$ cat config.mk
export PLATFORM = sky130hd
export DESIGN_NAME = commit_trace_buffer
export DESIGN_NICKNAME = d
export VERILOG_FILES = /design/src/rtl/commit_trace_buffer.sv
export SDC_FILE = /design/constraint.sdc
export NUM_CORES = 1
export LEC_CHECK = 0
export ABC_AREA = 1
export CORE_UTILIZATION = 45
export CTS_BUF_LIST = sky130_fd_sc_hd__clkbuf_8
export DETAILED_ROUTE_END_ITERATION = 7
export MAX_ROUTING_LAYER = met4
export PLACE_DENSITY = 0.74
export SYNTH_ARGS = -nofsm -noshare
export SYNTH_HDL_FRONTEND = slang
export SYNTH_SLANG_ARGS = --single-unit
$ cat constraint.sdc
create_clock -name clk -period 9.1 [get_ports clk]
set_input_delay 0.91 -clock clk [delete_from_list [all_inputs] [get_ports clk]]
set_output_delay 0.91 -clock clk [all_outputs]
set_load 0.05 [all_outputs]
$ cat src/rtl/commit_trace_buffer.sv
// ---------------------------------------------------------------------------
// commit_trace_buffer
//
// Snoops the write-back stage of the pipeline and records retiring PCs into a
// circular trace buffer. A PC-match or exception trigger freezes the buffer
// POST_DEPTH commits after the trigger instruction. This keeps the history
// leading up to a fault available for readout through an indexed port.
//
// Parameters:
//   DEPTH      - number of trace entries (power of two, 4..256)
//   PC_W       - width of the captured PC
//   POST_DEPTH - commits captured after the trigger entry (0..DEPTH-1)
//   AW         - derived index width, log2(DEPTH)
//
// Ports:
//   clk          - single clock, rising-edge active
//   resetn       - asynchronous active-low reset
//   wb_valid     - a valid instruction retires this cycle
//   wb_pc        - PC of the retiring instruction
//   wb_excp      - the retiring instruction raised an exception
//   arm          - pulse: clear the buffer and start capture
//   stop         - pulse: force DONE (ignored in IDLE, loses to arm)
//   trig_pc      - PC-match trigger value
//   trig_pc_en   - enables the PC-match trigger
//   trig_excp_en - enables the exception trigger
//   rd_idx       - readout index, 0 is the oldest entry
//   rd_pc        - registered PC of entry rd_idx (0 when out of range)
//   rd_stamp     - registered cycle stamp of entry rd_idx (0 when disabled)
//   state        - 0 IDLE, 1 ARMED, 2 POST, 3 DONE
//   entry_cnt    - number of valid entries, 0..DEPTH
//   trig_seen    - a trigger has fired since the last arm
//
// Configuration macro:
//   TRACE_CYCLE_STAMP_EN - builds a free-running 16-bit cycle counter whose
//                          value is stored with every entry and returned on
//                          rd_stamp. Without it rd_stamp is tied to 0.
// ---------------------------------------------------------------------------
module commit_trace_buffer #(
    parameter int DEPTH      = 16,
    parameter int PC_W       = 32,
    parameter int POST_DEPTH = 4,
    localparam int AW        = $clog2(DEPTH)
) (
    input  logic            clk,
    input  logic            resetn,
    input  logic            wb_valid,
    input  logic [PC_W-1:0] wb_pc,
    input  logic            wb_excp,
    input  logic            arm,
    input  logic            stop,
    input  logic [PC_W-1:0] trig_pc,
    input  logic            trig_pc_en,
    input  logic            trig_excp_en,
    input  logic [AW-1:0]   rd_idx,
    output logic [PC_W-1:0] rd_pc,
    output logic [15:0]     rd_stamp,
    output logic [1:0]      state,
    output logic [AW:0]     entry_cnt,
    output logic            trig_seen
);

    typedef enum logic [1:0] {
        IDLE  = 2'd0,
        ARMED = 2'd1,
        POST  = 2'd2,
        DONE  = 2'd3
    } state_t;

    localparam logic [AW-1:0] PTR_ONE   = AW'(1);
    localparam logic [AW-1:0] POST_LOAD = AW'(POST_DEPTH);
    localparam logic [AW:0]   CNT_ONE   = (AW+1)'(1);
    localparam logic [AW:0]   CNT_FULL  = (AW+1)'(DEPTH);

    state_t          cur_state;
    logic [AW-1:0]   wr_ptr;
    logic [AW-1:0]   post_left;
    logic [AW-1:0]   rd_phys;
    logic            active;
    logic            capture;
    logic            trigger;
    logic            stop_ok;
    logic            in_range;

    // Trace storage; contents are deliberately not reset.
    logic [PC_W-1:0] pc_mem [DEPTH];

    assign state = cur_state;

    always_comb begin
        active   = (cur_state == ARMED) || (cur_state == POST);
        // arm and stop both suppress the capture of their own cycle.
        capture  = wb_valid && active && !arm && !stop;
        trigger  = capture && (cur_state == ARMED) &&
                   ((trig_pc_en && (wb_pc == trig_pc)) ||
                    (trig_excp_en && wb_excp));
        stop_ok  = stop && (cur_state != IDLE);
        // When the buffer is full the low AW bits of entry_cnt are zero, so
        // the oldest entry is simply the one at wr_ptr.
        rd_phys  = wr_ptr - entry_cnt[AW-1:0] + rd_idx;
        in_range = ({1'b0, rd_idx} < entry_cnt);
    end

    // Control FSM, pointers and counters.
    always_ff @(posedge clk or negedge resetn) begin
        if (!resetn) begin
            cur_state <= IDLE;
            wr_ptr    <= '0;
            entry_cnt <= '0;
            trig_seen <= 1'b0;
            post_left <= '0;
        end else if (arm) begin
            cur_state <= ARMED;
            wr_ptr    <= '0;
            entry_cnt <= '0;
            trig_seen <= 1'b0;
            post_left <= '0;
        end else if (stop_ok) begin
            cur_state <= DONE;
        end else if (capture) begin
            wr_ptr <= wr_ptr + PTR_ONE;
            if (entry_cnt != CNT_FULL) begin
                entry_cnt <= entry_cnt + CNT_ONE;
            end
            if (trigger) begin
                trig_seen <= 1'b1;
                post_left <= POST_LOAD;
                if (POST_DEPTH == 0) begin
                    cur_state <= DONE;
                end else begin
                    cur_state <= POST;
                end
            end else if (cur_state == POST) begin
                post_left <= post_left - PTR_ONE;
                if (post_left == PTR_ONE) begin
                    cur_state <= DONE;
                end
            end
        end
    end

    always_ff @(posedge clk) begin
        if (capture) begin
            pc_mem[wr_ptr] <= wb_pc;
        end
    end

    // Registered readout, one cycle of latency from rd_idx.
    always_ff @(posedge clk or negedge resetn) begin
        if (!resetn) begin
            rd_pc <= '0;
        end else if (in_range) begin
            rd_pc <= pc_mem[rd_phys];
        end else begin
            rd_pc <= '0;
        end
    end

`ifdef TRACE_CYCLE_STAMP_EN
    logic [15:0] cycle_cnt;
    logic [15:0] stamp_mem [DEPTH];

    always_ff @(posedge clk or negedge resetn) begin
        if (!resetn) begin
            cycle_cnt <= '0;
            rd_stamp  <= '0;
        end else begin
            cycle_cnt <= cycle_cnt + 16'd1;
            if (in_range) begin
                rd_stamp <= stamp_mem[rd_phys];
            end else begin
                rd_stamp <= '0;
            end
        end
    end

    always_ff @(posedge clk) begin
        if (capture) begin
            stamp_mem[wr_ptr] <= cycle_cnt;
        end
    end
`else
    assign rd_stamp = '0;
`endif

endmodule

==> summary.md <==
| Metric | Value |
|---|---|
| Final Hold Vio Count | `0` |
| Average wire per standard cell | `21.44 um` |
| CTS tree | `yes` |
| # fillers | `4123` |
| CTS hold repair buffers | `0` |
| Register area | `16580 um^2` |
| Met3 Track Usage GR | `0.03486` |
| Syn_area_per_cell | `12.18 um^2` |
| Share of cells above drive strength 1 | `0.08083` |
| Required time of the critical path | `9.65 ns` |
| Final period utilization | `0.5042` |
| Post-synthesis mux area share | `0` |
| CTS Buffer Depth | `3` |
| Total number of vias | `15.31k` |
| Power per Cell Area | `334.2 nW/um^2` |
| Status | `finished clean` |
| Most frequent cells in the layout | `512 x edfxtp_1, 363 x nor2_1, 362 x o21ai_0` |
| Post-synthesis sequential area ratio | `0.7287` |
| Final min period | `4.588 ns` |
| Largest net degree at the start of global routing | `164` |
| Number of distinct library cells after synthesis | `30` |
| Post-CTS resize count | `0` |
| Initial antenna violation count | `0` |
| Starting DRT DRC Count | `1769` |
| Ant. Diodes | `0` |
| Placeable Area | `49970 um^2` |
| TNS Setup | `0 ns` |
| Post-DP HPWL | `28990 um` |
| Slowest stage cell, crit path | `buf_4` |
| Postcts setup bufs | `0` |
| Synth Area in Compound Gates | `0.1170` |
| Reg clk slew, reported paths | `0.06 ns` |
| Arrival @ worst endpoint | `5.13 ns` |
| Final Instance Area | `26330 um^2` |
| CP endpoint kind | `flop` |
| Die X | `226.8 um` |
| GRT Util Overall | `0.2376` |
| First-pass GRT wire length | `87710 um` |
| Synth Cell Area | `22750 um^2` |
| Area delta synth->final | `15.75%` |
| Number of buffers added on ports | `115` |
| CTS Sinks | `560` |
| Antenna Violating Nets Remaining | `0` |
| RSZ-0062 raised after global routing | `false` |
| Max cap viols | `0` |
| Clk_lat worst skew | `0.64 ns` |
| Setup Viol. Count Final | `0` |
| Final setup margin | `4.512 ns` |
| Vias in the first global route | `15.01k` |
| Cells after Synth | `1868` |
| I/O Pins | `132` |
| Buffers plus inverters on the worst setup path | `5` |
| YS warnings | `0` |
| CTS Root Cell | `clkbuf_8` |
| Largest family of logic cells by synthesized area | `compound AO/OA/AOI/OAI gates` |
| Max-slew violation count | `0` |
| Drc violations | `0` |
| Launch point of the worst path | `rd_idx[1]` |
| First-pass detailed-route iteration total | `6` |
| Area of the multi-input gates | `5590 um^2` |
| Layout Nets | `2090` |
| #FFs+latches synth | `560` |
| Slowest Stage Delay on Critical Path | `0.94 ns` |
| Xor-xnor portion of the synthesized cell area | `0.005776` |
| WS Path Type | `in -> reg` |
| Worst hold path class | `in -> async` |
| GP Congestion | `0.7942` |
| Dpl cell area | `24640 um^2` |
| Reg2reg start | `wr_ptr[1]` |
| Worst slew pin tran | `1.183 ns` |
| Row count | `82` |
| FFs w/ async S/R, synth | `0.08571` |
| Clock Skew | `0.02235 ns` |
| Area share of fa/ha/maj cells after synthesis | `0.01254` |
| Static leakage | `9.255 nW` |
| Grt met1 use | `0.3118` |
| Initial Utilization | `0.4553` |
| Chip Height | `226.8 um` |
| Max-Slew Margin vs Limit | `0.2114` |
| Most common cell after layout, fill and taps aside | `edfxtp_1` |
| Number of CTS-inserted buffers | `88` |
| VDD IR-drop max | `356.9 uV` |
| Top FF cell, synth | `edfxtp_1` |
| Crit start category | `input pin` |
| Final WL | `58710 um` |
| Delay-heaviest family, CP | `buffers and inverters` |
| Dpl ws | `3.924 ns` |
| Die area | `51450 um^2` |
| Worst-path maximum fanout | `100` |
| Post-Synth Simple-Gate Area | `0.1002` |
| Grt met2 use | `0.3762` |
| Grt ovf | `0` |
| CP cell instances | `clkdlybuf4s50_1, inv_1, fa_1, inv_1, fa_4, inv_2, buf_4, a21oi_1, a221oi_1, o21ai_0, a21oi_1` |
| DR vias/cell | `5.590` |
| Number of flops mapped to enable cells by yosys | `512` |
| Top Usage Layer GRT | `met2` |
| Fmax | `0.2179 GHz` |
| H-Tree Depth | `3` |
## layer usage
layer / up-vias / wire (um) / share of wire
li1: 6906 / - / -
met1: 7454 / 23640 / 0.40
met2: 833 / 28130 / 0.48
met3: 113 / 5409 / 0.092
met4: 0 / 1528 / 0.026
met5: - / 0 / 0
## path summary, 6_finish.rpt
path / slack (ns) / depth (start not counted) / endpoint
setup / recovery: 4.51 / 11 / rd_pc[30]
hold / removal: 0.48 / 2 / state[0]
setup reg to reg: 4.80 / 10 / rd_pc[30]
hold reg to reg: 0.48 / 2 / trig_seen
max in group asynchronous: 8.00 / 2 / rd_pc[7]
min in group clk: 0.48 / 2 / trig_seen
## worst register-to-register path, stage by stage (launching register included)
cell and delay [ns]:
dfrtp_1 0.43, inv_1 0.16, fa_1 0.43, inv_1 0.11, fa_4 0.64, inv_2 0.50, buf_4 0.95, a21oi_1 0.20
a221oi_1 0.38, o21ai_0 0.20, a21oi_1 0.22
## through the flow
step	std cells	util	total power [mW]	hold slack [ns]
6_report	2738	0.5269	8.800	0.4816
5_1_grt	2738	0.5269	9.366	0.5244
4_1_cts	2738	0.5269	8.797	0.4903
3_5_place_dp	2575	0.4932	6.785	0.4753
3_3_place_gp	2575	0.4932	6.678	0.4650
2_1_floorplan	1883	-	5.686	0.4494
## registers in the layout, summed over array words and instances (netlist names)
name       count
pc_mem       512
rd_pc         32
entry_cnt      5
post_left      4
wr_ptr         4
state          2
trig_seen      1
## cells in the mapped netlist (16+ instances only)
library cell / number / area (um^2)
nand2_1: 193 / 724.4
clkbuf_1: 85 / 319.1
o221ai_1: 62 / 543.0
nor2_1: 380 / 1426
inv_1: 69 / 259.0
o21ai_1: 28 / 140.1
o21ai_0: 362 / 1812
buf_4: 16 / 120.1
edfxtp_1: 512 / 15370
dfrtp_1: 48 / 1201
a21oi_1: 18 / 90.09
ha_1: 18 / 225.2
## power by group
group          internal (mW)  switching [mW]
Clock                   1.06           0.955
Sequential              2.89          0.0502
Combinational           1.12            2.72
Total                   5.08            3.72
## final cells by class
class / count / share of cell area
multi-input combinational: 1128 / 0.2123
sequential: 560 / 0.6296
inverter: 71 / 0.01036
timing repair buffer: 144 / 0.05180
clock buffer: 97 / 0.05071
tap: 672 / 0.03193
clock inverter: 66 / 0.01331
## cell families (layout without fill, tap and decap cells)
group           count (synthesis)  in the layout
other cells                     1             16
xor+xnor                       15             15
flops                         560            560
buf+inv                       195            378
fa+ha+maj                      21             21
simple gates                  596            596
compound gates                480            480
(Power assumes the default switching activity.)
